File: src/rtl/alu_pkg.sv
// Shared op-code constants and small helpers for the decimal-capable ALU.
package alu_pkg;

  localparam logic [3:0] OP_ADC = 4'd0;
  localparam logic [3:0] OP_SBC = 4'd1;
  localparam logic [3:0] OP_AND = 4'd2;
  localparam logic [3:0] OP_OR  = 4'd3;
  localparam logic [3:0] OP_EOR = 4'd4;
  localparam logic [3:0] OP_SR  = 4'd5;

  localparam logic [4:0] BCD_DIGIT_MAX = 5'd9;
  localparam logic [3:0] BCD_FIX       = 4'd6;

  function automatic logic [7:0] onehot8(input logic [2:0] idx);
    onehot8 = 8'b0000_0001 << idx;
  endfunction

endpackage

File: src/rtl/bcd_adjust.sv
// Per-nibble decimal adjust; each nibble wraps modulo 16 with no inter-nibble carry.
module bcd_adjust
  import alu_pkg::*;
(
  input  logic [7:0] adj_in,
  input  logic       dec_add,
  input  logic       dec_sub,
  input  logic       half_carry,
  input  logic       carry,
  output logic [7:0] adj_out
);

  logic [3:0] lo_s;
  logic [3:0] hi_s;

  // Add takes priority when both modes are requested.
  always_comb begin
    lo_s = adj_in[3:0];
    hi_s = adj_in[7:4];
    if (dec_add) begin
      lo_s = half_carry ? (adj_in[3:0] + BCD_FIX) : adj_in[3:0];
      hi_s = carry      ? (adj_in[7:4] + BCD_FIX) : adj_in[7:4];
    end else if (dec_sub) begin
      lo_s = half_carry ? adj_in[3:0] : (adj_in[3:0] - BCD_FIX);
      hi_s = carry      ? adj_in[7:4] : (adj_in[7:4] - BCD_FIX);
    end else begin
      lo_s = adj_in[3:0];
      hi_s = adj_in[7:4];
    end
  end

  assign adj_out = {hi_s, lo_s};

endmodule

File: src/rtl/alu_decimal_unit.sv
// Operand registers, combinational binary/BCD ALU and decimal adjuster.
module alu_decimal_unit
  import alu_pkg::*;
(
  input  logic       clk,
  input  logic       reset,
  input  logic       a_load,
  input  logic       a_src,
  input  logic [7:0] a_in,
  input  logic [2:0] ir_bits,
  input  logic       b_load,
  input  logic [7:0] b_in,
  input  logic       c_in,
  input  logic [3:0] alu_op,
  input  logic       dec_add,
  input  logic       dec_sub,
  input  logic [7:0] adj_in,
  output logic [7:0] alu_out,
  output logic       carry_out,
  output logic       half_carry_out,
  output logic       overflow_out,
  output logic       carry_last,
  output logic [7:0] alua_q,
  output logic [7:0] adj_out
);

  logic [7:0] alua_r;
  logic [7:0] alub_r;
  logic       carry_last_r;

  logic [8:0] sum_s;
  logic [4:0] lo_s;
  logic [4:0] hi_s;
  logic [7:0] result_s;
  logic       carry_s;
  logic       half_s;
  logic       overflow_s;

  // Operand A: direct data or a one-hot bit mask selected by ir_bits.
  always_ff @(posedge clk or posedge reset) begin
    if (reset) begin
      alua_r <= 8'h00;
    end else if (a_load) begin
      alua_r <= a_src ? onehot8(ir_bits) : a_in;
    end
  end

  // Operand B register.
  always_ff @(posedge clk or posedge reset) begin
    if (reset) begin
      alub_r <= 8'h00;
    end else if (b_load) begin
      alub_r <= b_in;
    end
  end

  // Carry history, sampled every cycle.
  always_ff @(posedge clk or posedge reset) begin
    if (reset) begin
      carry_last_r <= 1'b0;
    end else begin
      carry_last_r <= carry_s;
    end
  end

  // ALU datapath; SBC relies on the caller pre-inverting B.
  always_comb begin
    sum_s      = {1'b0, alua_r} + {1'b0, alub_r} + {8'h00, c_in};
    lo_s       = {1'b0, alua_r[3:0]} + {1'b0, alub_r[3:0]} + {4'h0, c_in};
    hi_s       = 5'd0;
    result_s   = 8'h00;
    carry_s    = 1'b0;
    half_s     = 1'b0;
    overflow_s = 1'b0;
    case (alu_op)
      OP_ADC, OP_SBC: begin
        if (dec_add) begin
          half_s     = (lo_s > BCD_DIGIT_MAX);
          hi_s       = {1'b0, alua_r[7:4]} + {1'b0, alub_r[7:4]} + {4'h0, half_s};
          carry_s    = (hi_s > BCD_DIGIT_MAX);
          result_s   = {hi_s[3:0], lo_s[3:0]};
          overflow_s = ~(alua_r[7] ^ alub_r[7]) & (alua_r[7] ^ hi_s[3]);
        end else begin
          half_s     = lo_s[4];
          carry_s    = sum_s[8];
          result_s   = sum_s[7:0];
          overflow_s = ~(alua_r[7] ^ alub_r[7]) & (alua_r[7] ^ sum_s[7]);
        end
      end
      OP_AND: result_s = alua_r & alub_r;
      OP_OR:  result_s = alua_r | alub_r;
      OP_EOR: result_s = alua_r ^ alub_r;
      OP_SR: begin
        result_s = {c_in, alua_r[7:1]};
        carry_s  = alua_r[0];
      end
      default: begin
        result_s   = 8'h00;
        carry_s    = 1'b0;
        half_s     = 1'b0;
        overflow_s = 1'b0;
      end
    endcase
  end

  bcd_adjust u_bcd_adjust (
    .adj_in     (adj_in),
    .dec_add    (dec_add),
    .dec_sub    (dec_sub),
    .half_carry (half_s),
    .carry      (carry_s),
    .adj_out    (adj_out)
  );

  assign alu_out        = result_s;
  assign carry_out      = carry_s;
  assign half_carry_out = half_s;
  assign overflow_out   = overflow_s;
  assign carry_last     = carry_last_r;
  assign alua_q         = alua_r;

endmodule

File: config.mk
export PLATFORM = sky130hd
export DESIGN_NAME = alu_decimal_unit
export DESIGN_NICKNAME = d
export VERILOG_FILES = /design/src/rtl/alu_pkg.sv /design/src/rtl/bcd_adjust.sv /design/src/rtl/alu_decimal_unit.sv
export SDC_FILE = /design/constraint.sdc
export NUM_CORES = 1
export LEC_CHECK = 0
export BUFFER_PORTS_ARGS = -buffer_cell sky130_fd_sc_hd__buf_2
export CORE_ASPECT_RATIO = 1.5
export CORE_MARGIN = 1.5
export CORE_UTILIZATION = 52
export CTS_CLUSTER_SIZE = 10
export DETAILED_ROUTE_END_ITERATION = 7
export GPL_TIMING_DRIVEN = 0
export PLACE_DENSITY = 0.91
export SLEW_MARGIN = 15
export SYNTH_ARGS = -nofsm -noshare
export SYNTH_HDL_FRONTEND = slang
export SYNTH_HIERARCHICAL = 1
export SYNTH_SLANG_ARGS = --single-unit
File: constraint.sdc
create_clock -name clk -period 6 [get_ports clk]
set_clock_uncertainty 0.1 [all_clocks]
set_input_delay 0.3 -clock clk [delete_from_list [all_inputs] [get_ports clk]]
set_output_delay 0.3 -clock clk [all_outputs]
set_load 0.02 [all_outputs]
# After elaboration in Yosys (flattened, before gate mapping)
# Index checks and enable logic that the tools add are counted.
# Widths: inputs -> output; s select.
dict set report classes {
  eq_ne 5
  reduce_logical 2
  n_shift 1
  muxes 17
  n_bitwise 9
  order_cmp 2
  addsub 10
}
# cell n
set ops {}
lappend ops {{$pmux 8 s5} 1}
lappend ops {{$mux 4} 8}
lappend ops {{$mux 8} 2}
lappend ops {{$add 4x4->5} 2}
lappend ops {{$add 5x1->5} 2}
lappend ops {{$gt 5x4->1 const B} 2}
lappend ops {{$add 8x8->9} 1}
lappend ops {{$add 9x1->9} 1}
lappend ops {{$add 4x3->4 const B} 2}
lappend ops {{$and 8x8->8} 1}
lappend ops {{$eq 4x2->1 const B} 2}
lappend ops {{$eq 4x3->1 const B} 2}
lappend ops {{$or 8x8->8} 1}
lappend ops {{$shl 1x3->8 const A} 1}
lappend ops {{$sub 4x3->4 const B} 2}
lappend ops {{$xor 8x8->8} 1}
lappend ops {{$mux 1} 5}
lappend ops {{$eq 4x1->1 const B} 1}
lappend ops {{$logic_not 4->1} 1}
lappend ops {{$xor 1x1->1} 3}
lappend ops {{$and 1x1->1} 2}
lappend ops {{$pmux 1 s2} 1}
lappend ops {{$reduce_or 2->1} 1}
lappend ops {{$not 1->1} 1}
dict set report totals {
  ff_bits 17
  inputBits 39
  wordCells 49
  output_inout_bits 28
}

# Longest topological paths before layout
# Gate-level depths: netlist of run 1.
dict set report logic_depth {
  word_depth 10
  mapped_depth 18
  mapped_depth_nobuf 18
}

# Modules after synthesis
# The synthesis of run 1 kept the hierarchy.
# module area_per_inst_um2 seq_area_each_um2 cells_each instances
set by_module_without_submodules {}
lappend by_module_without_submodules {alu_decimal_unit 1790.5 425.4 223 1}
lappend by_module_without_submodules {bcd_adjust 255.2 0.0 33 1}

# Worst setup path after synthesis of run 1
# No wires, ideal clock.
dict set report synth_timing {
  path_type {flip-flop to output port}
  start {register alua_r[0] (netlist: alua_q[0])}
  end {output port adj_out[5]}
  path_stages_with_launch 17
  n_path_buf 0
  arrival_ns 4.581
  slack_ns 1.019
  required_ns 5.600
  cell_sequence {dfrtp_1 -> inv_1 -> fa_1 -> fa_1 -> nor2b_1 -> o21ai_0 -> a31oi_1 -> fa_1 -> inv_1 -> fa_1 -> o21ai_0 -> nand2_1 -> a2111oi_1 -> o21ai_0 -> nand2_1 -> o21ai_0 -> xnor2_1}
}
dict set report synth_between {
  elab_chain_cells 10
  elab_cells_between_ends 13
  classes_between {add/sub: 5; order compare: 2; mux: 6}
}
# element line
set synth_rtl {}
lappend synth_rtl {{start, declared} alu_decimal_unit.sv:27} ;# logic [7:0] alua_r;
lappend synth_rtl {{start signal, assigned} alu_decimal_unit.sv:44} ;# alua_r <= a_src ? onehot8(ir_bits) : a_in;
lappend synth_rtl {{$add 4x4->5} alu_decimal_unit.sv:69} ;# lo_s = {1'b0, alua_r[3:0]} + {1'b0, alub_r[3:0]} + {4'h0, c_in};
lappend synth_rtl {{$add 5x1->5} alu_decimal_unit.sv:69}
lappend synth_rtl {{$gt 5x4->1} alu_decimal_unit.sv:78} ;# half_s = (lo_s > BCD_DIGIT_MAX);
lappend synth_rtl {{$add 5x1->5} alu_decimal_unit.sv:79} ;# hi_s = {1'b0, alua_r[7:4]} + {1'b0, alub_r[7:4]} + {4'h0, half_s};
lappend synth_rtl {{$gt 5x4->1} alu_decimal_unit.sv:80} ;# carry_s = (hi_s > BCD_DIGIT_MAX);
lappend synth_rtl {{$mux 1} alu_decimal_unit.sv:77} ;# if (dec_add) begin
lappend synth_rtl {{$pmux 1 s2 (*)} alu_decimal_unit.sv:75} ;# case (alu_op)
lappend synth_rtl {{via carry_out} alu_decimal_unit.sv:19} ;# output logic carry_out,
lappend synth_rtl {{$mux 4} bcd_adjust.sv:25} ;# hi_s = carry ? adj_in[7:4] : (adj_in[7:4] - BCD_FIX);
lappend synth_rtl {{$mux 4} bcd_adjust.sv:23} ;# end else if (dec_sub) begin
lappend synth_rtl {{$mux 4 (*)} bcd_adjust.sv:20} ;# if (dec_add) begin
lappend synth_rtl {{end, declared} alu_decimal_unit.sv:24} ;# output logic [7:0] adj_out
# Mark *: on every way through the listed nets, which the timed path passes. The rest lies on a longest branch.

# Final worst setup path of run 1
dict set report layout_timing {
  start {register alua_r[0] (netlist: alua_q[0])}
  end {output port adj_out[7]}
}
dict set report layout_between {
  elab_chain_cells 10
  elab_cells_between_ends 13
  classes_between {add/sub: 5; order compare: 2; mux: 6}
}
# element line
set layout_rtl {}
lappend layout_rtl {{$add 4x4->5} alu_decimal_unit.sv:69}
lappend layout_rtl {{$add 5x1->5} alu_decimal_unit.sv:69}
lappend layout_rtl {{$gt 5x4->1} alu_decimal_unit.sv:78}
lappend layout_rtl {{$add 5x1->5} alu_decimal_unit.sv:79}
lappend layout_rtl {{$gt 5x4->1} alu_decimal_unit.sv:80}
lappend layout_rtl {{$mux 1} alu_decimal_unit.sv:77}
lappend layout_rtl {{$pmux 1 s2 (*)} alu_decimal_unit.sv:75}
lappend layout_rtl {{$mux 4} bcd_adjust.sv:25}
lappend layout_rtl {{$mux 4} bcd_adjust.sv:23}
lappend layout_rtl {{$mux 4 (*)} bcd_adjust.sv:20}
# Mark *: on every way between the ends. The rest lies on a longest branch, timed or not.

==> results of run 1 <==
-- metal layers --
metal	part of all wire, %	vias up
met3	6.5	18
met5	0	-
met2	52	113
li1	-	1051
met4	3.5	0
met1	38	1010
-- kinds of logic after synthesis --
logic type                 Yosys count
adders and majority gates           24
AOI/OAI and AO/OA                   74
muxes                                9
buffers and inverters               40
and+or+nand+nor                     86
xor gates and xnor gates             6
DFF                                 17
-- layout make-up --
class	instances	area share [%]
multi-input cells	199	58.6
flip-flops and latches	17	17.3
repair buffers	64	13.0
inverters	29	4.42
plain buffers	11	2.69
well taps	43	2.18
clock buffers	4	1.83
-- worst max-delay path: cells and delay by family, from the launching register on --
kind	cells	cell delay [ns]
AO/OA/AOI/OAI	6	1.92
XOR/XNOR	1	0.16
adder cells (fa/ha/maj)	4	1.81
buffers and inverters	3	0.39
flip-flops	1	0.43
AND/OR/NAND/NOR	2	0.23
-- synth_stat cells (all sizes together), types with 7 or more instances --
cell type / n
a21oi: 7
a31oi: 8
dfrtp: 17
ha: 20
inv: 29
mux2i: 8
nand2: 26
nor2: 19
nor2b: 9
nor3: 7
o21ai: 26
-- state kept, by name, summed over array words and instances (netlist names) --
register    flops
alua_q          8
alub_r          8
carry_last      1
-- placed cells by master, fill, tap and decap left out, types with 3 or more instances in the layout --
master    synthesis  routed
o21a_1            3       3
xor2_1            4       4
nor2b_1           9       9
o21ai_0          26      25
nand2b_1          5       5
nand3_1           5       5
a31oi_1           8       8
o32ai_1           4       4
clkbuf_1          4       5
nand4b_1          3       3
mux2i_1           8       8
nor2_1           19      19
buf_2             3      67
ha_1             20      20
nand2_1          26      26
inv_1            29      29
a221oi_1          3       3
a21oi_1           7       7
nor3_1            6       6
clkbuf_8          1       4
dfrtp_1          17      17
fa_1              4       4
buf_4             3       3
-- worst max path at each step --
| stage | startpoint | endpoint | cells past startpoint |
|---|---|---|---|
| floorplan | alua_q[0] | adj_out[5] | 16 |
| global placement | alua_q[0] | adj_out[7] | 16 |
| detailed placement | alua_q[0] | adj_out[7] | 17 |
| CTS | alua_q[0] | adj_out[7] | 17 |
| global route | alua_q[0] | adj_out[7] | 17 |
| finish | alua_q[0] | adj_out[7] | 16 |
-- metrics by stage --
stage | hold slack [ns] | instance area (sq um) | cells | worst slack (ns)
floorplan | 0.126 | 2050 | 256 | 1.02
global placement | 0.294 | 2420 | 363 | 0.681
detailed placement | 0.307 | 2420 | 363 | 0.635
CTS | 0.0431 | 2460 | 367 | 0.343
global route | 0.0763 | 2460 | 367 | 0.121
finish | 0.0176 | 2460 | 367 | 0.406
-- power breakdown --
group / switching [uW] / internal (uW)
registers: 11.6 / 125
clock network: 38.1 / 47.1
logic: 145 / 97.4
total: 194 / 270
==> impl_metrics.json, run 1 <==
{
  "status": "completed",
  "grt_setup_unrepaired": "false",
  "drv_cap": 0,
  "slew_headroom_pct": 57.7,
  "tritoncts": "built",
  "grt_pass1_wl_mm": 9.09,
  "grt_max_degree": 18,
  "start_util_pct": 55.1,
  "post-route-util_pct": 66.3,
  "path_clk_slew_ns": 0.06,
  "holdCritPathClass": "in2async",
  "finalSetupViolations": 0,
  "crit_chain": "inv_1 > fa_1 > fa_1 > nor2b_1 > o21ai_0 > a31oi_1 > fa_1 > inv_1 > fa_1 > o21ai_0 > nand2_1 > a2111oi_1 > o21ai_1 > o32ai_2 > xor2_1 > buf_2",
  "avgSynthCellArea_sq_um": 7.99,
  "synth_cells": 256,
  "fin_crit_sh_pct": 93.2,
  "ys_ff_latch": 17,
  "hold_buffers": 0,
  "timing.rr.end": "carry_last",
  "cp-end-kind": "output pin",
  "hpwlAfterDp_mm": 4.40,
  "viasPerCell": 5.97,
  "hold_viol": 0,
  "critPathMaxFanout": 9,
  "total_power_uw": 464,
  "yosysTopAreaCell": "dfrtp_1",
  "fillers": 343,
  "synth_area_leaders": "dfrtp_1, ha_1, o21ai_0",
  "die_y_microns": 79.8,
  "cts_max_level": 1,
  "fin_crit_ns": 5.59,
  "cts_made_buffers": 3,
  "synth_xor_area_share_pct": 2.57,
  "fmax_ghz": 0.179,
  "drtPass1Iterations": 5,
  "cts-resized-gates": 0,
  "grt_pass1_vias": 2108,
  "io_pins": 67,
  "rrSetupSlack_ns": 1.42,
  "regArea_sq_um": 425,
  "layout-drive-gt1-share_pct": 27.5,
  "antenna_found_initial": 0,
  "grtUsageMet2_pct": 50.1,
  "met3_usage_pct": 3.18,
  "postCtsSetupRepairBufs": 0,
  "drt-wirelength-per-cell_microns": 15.0,
  "num_vias": 2192,
  "synthFlopType": "dfrtp_1",
  "netlist.area_leader.share_pct": 20.8,
  "yosysUniqueCellTypes": 54,
  "ant_nets": 0,
  "synthSimpleGateAreaFrac_pct": 22.1,
  "cts_sinks": 17,
  "wirelength_mm": 5.50,
  "yosys-mux-area-fraction_pct": 4.46,
  "synth_fa_ha_area_share_pct": 16.1,
  "crit_top_cell": "fa_1",
  "synth_nets": 319,
  "dieArea_sq_um": 4330,
  "core-area_sq_um": 3720,
  "r2r-start": "alua_q[0]",
  "busiest_layer": "met2",
  "insertion_delay_ns": 0.25,
  "cp.arrival_ns": 5.19,
  "nets": 388,
  "synth.cell_area_sq_um": 2050,
  "crit_type": "reg2out",
  "drc": 0,
  "async_flop_share_pct": 100,
  "yosys_warnings": 6,
  "slowest_delay_ns": 0.63,
  "use_met1_pct": 30.5,
  "syn_to_final_growth_pct": 20.5,
  "port_buffers": 64,
  "r2r_cells": 13,
  "place.gp.congestion": 0.948,
  "tightest_slew_ns": 0.632,
  "diodes": 0,
  "cts-root-buf": "clkbuf_8",
  "die_w_microns": 54.2,
  "synth_edf_count": 0,
  "ir_worst_vdd_v": 0.000165,
  "synth_top_family_by_area": "compound AO/OA/AOI/OAI gates",
  "report.final.slew_viol_count": 0,
  "synth_compound_area_share_pct": 25.4,
  "cp_data_required_time_ns": 5.60,
  "fin_setup_tns_ns": 0,
  "drtIter0Drc": 72,
  "num_rows": 27,
  "multi_input_area_sq_um": 1450,
  "p_per_area_nw_per_um2": 188,
  "ys_seq_area_share_pct": 20.8,
  "clock_path_buffers": 2,
  "gr-usage-all-layers_pct": 27.8,
  "crit_path_start_kind": "flop",
  "cp_slowest_cell": "a2111oi_1",
  "gr-total-overflow": 0,
  "power_leakage_uw": 0.00124
}
No activity file was read; power rests on OpenSTA's default activity.
==> run 2: changes to the inputs <==
Settings changed: PLACE_DENSITY 0.91 to 0.82.
==> impl_metrics.json, run 2 (synthesized netlist as in run 1, its figures left out) <==
{
  "p_per_area_nw_per_um2": 185,
  "start_util_pct": 55.1,
  "die_y_microns": 79.8,
  "crit_chain": "inv_1 > fa_1 > fa_1 > nor2b_1 > o21ai_0 > a31oi_1 > fa_1 > inv_1 > fa_1 > o21ai_0 > nand2_1 > a2111oi_1 > o21ai_0 > nand2_1 > o21ai_0 > xnor2_1 > buf_2",
  "final_cells": 367,
  "drt-wirelength-per-cell_microns": 14.4,
  "path_clk_slew_ns": 0.06,
  "cts-resized-gates": 0,
  "cts_max_level": 1,
  "fin_setup_tns_ns": 0,
  "cp-endpoint": "adj_out[5]",
  "postLayoutCellArea_sq_um": 2470,
  "num_vias": 2146,
  "path_buf_inv": 3,
  "io_pins": 67,
  "viasPerCell": 5.85,
  "cp_slowest_cell": "a2111oi_1",
  "hold_buffers": 0,
  "post-route-util_pct": 66.4,
  "final_common_cell": "buf_2",
  "wirelength_mm": 5.27,
  "cts_made_buffers": 3,
  "cts-root-buf": "clkbuf_8",
  "status": "completed",
  "ant_nets": 0,
  "critPathMaxFanout": 9,
  "ir_worst_vdd_v": 0.000173,
  "power_leakage_uw": 0.00124,
  "busiest_layer": "met2",
  "antenna_found_initial": 0,
  "gr-total-overflow": 0,
  "holdCritPathClass": "in2async",
  "fin_crit_ns": 5.58,
  "tightest_slew_ns": 0.965,
  "numPlacedInstances": 363,
  "grt_pass1_vias": 2022,
  "hold_viol": 0,
  "timing.rr.end": "carry_last",
  "total_power_uw": 457,
  "startpoint": "alua_q[0]",
  "slew_headroom_pct": 35.0,
  "dieArea_sq_um": 4330,
  "grt_pass1_wl_mm": 8.49,
  "grt_setup_unrepaired": "false",
  "mostFrequentLayoutCells": "buf_2, inv_1, nand2_1, o21ai_0, ha_1",
  "postPlaceCellArea_sq_um": 2420,
  "grt_max_degree": 18,
  "use_met1_pct": 27.0,
  "postCtsSetupRepairBufs": 0,
  "num_rows": 27,
  "grtUsageMet2_pct": 50.0,
  "core-area_sq_um": 3720,
  "path_depth": 17,
  "cp.arrival_ns": 5.18,
  "syn_to_final_growth_pct": 20.6,
  "r2r-start": "alua_q[0]",
  "finalSetupViolations": 0,
  "slowest_delay_ns": 0.54,
  "crit_path_start_kind": "flop",
  "die_w_microns": 54.2,
  "critPathTopFamily": "adder cells",
  "fin_crit_sh_pct": 93.0,
  "nets": 388,
  "drtPass1Iterations": 5,
  "tritoncts": "built",
  "cp-end-kind": "output pin",
  "cp_data_required_time_ns": 5.60,
  "drtIter0Drc": 70,
  "report.final.slew_viol_count": 0,
  "rrSetupSlack_ns": 1.43,
  "met3_usage_pct": 1.50,
  "cts_sinks": 17,
  "r2r_cells": 13,
  "port_buffers": 64,
  "fmax_ghz": 0.179,
  "drc": 0,
  "diodes": 0,
  "crit_type": "reg2out",
  "layout-drive-gt1-share_pct": 27.8,
  "insertion_delay_ns": 0.25,
  "place.gp.congestion": 0.938,
  "gr-usage-all-layers_pct": 26.1,
  "hpwlAfterDp_mm": 4.48,
  "clock_path_buffers": 2,
  "drv_cap": 0
}
==> run 2: power breakdown <==
| group | internal [uW] | switching (uW) |
|---|---|---|
| Sequential | 125 | 11.1 |
| Combinational | 96.6 | 141 |
| Clock | 46.0 | 36.4 |
==> run 2: how the worst min path moves through the flow <==
stage                from   endpoint  slack, ns  cells past startpoint
finish              reset  alua_q[5]      0.007                      2
global route        reset  alua_q[5]       0.07                      2
CTS                 reset  alua_q[5]       0.03                      2
detailed placement  reset  alub_r[5]       0.30                      2
global placement    reset  alub_r[6]       0.30                      2
floorplan           reset  alua_q[0]       0.13                      1
==> run 2: worst register-to-register path, delay by kind of cell, from the launching register on <==
kind | cells | cell delay, ns
fa+ha+maj | 4 | 1.78
compound gates | 5 | 1.52
flops | 1 | 0.43
simple gates | 2 | 0.25
buf+inv | 2 | 0.21
==> run 2: metal layers <==
metal / vias up / routed length, microns
met4: 0 / 160
met1: 999 / 1900
li1: 1048 / -
met2: 83 / 2940
met5: - / 0
met3: 16 / 269
==> run 2: area by class of cell <==
type | count | area, sq um
inverter | 29 | 109
multi-input combinational | 199 | 1450
fill | 356 | 1250
tap | 43 | 53.8
sequential | 17 | 425
buffer | 11 | 66.3
timing repair buffer | 64 | 320
clock inverter | 1 | 5.00
clock buffer | 3 | 41.3
==> run 2: stage by stage <==
stage               setup slack, ns  hold slack (ns)
global placement              0.790            0.295
detailed placement            0.687            0.297
CTS                           0.397           0.0280
floorplan                      1.02            0.126
finish                        0.422          0.00692
global route                  0.118           0.0654
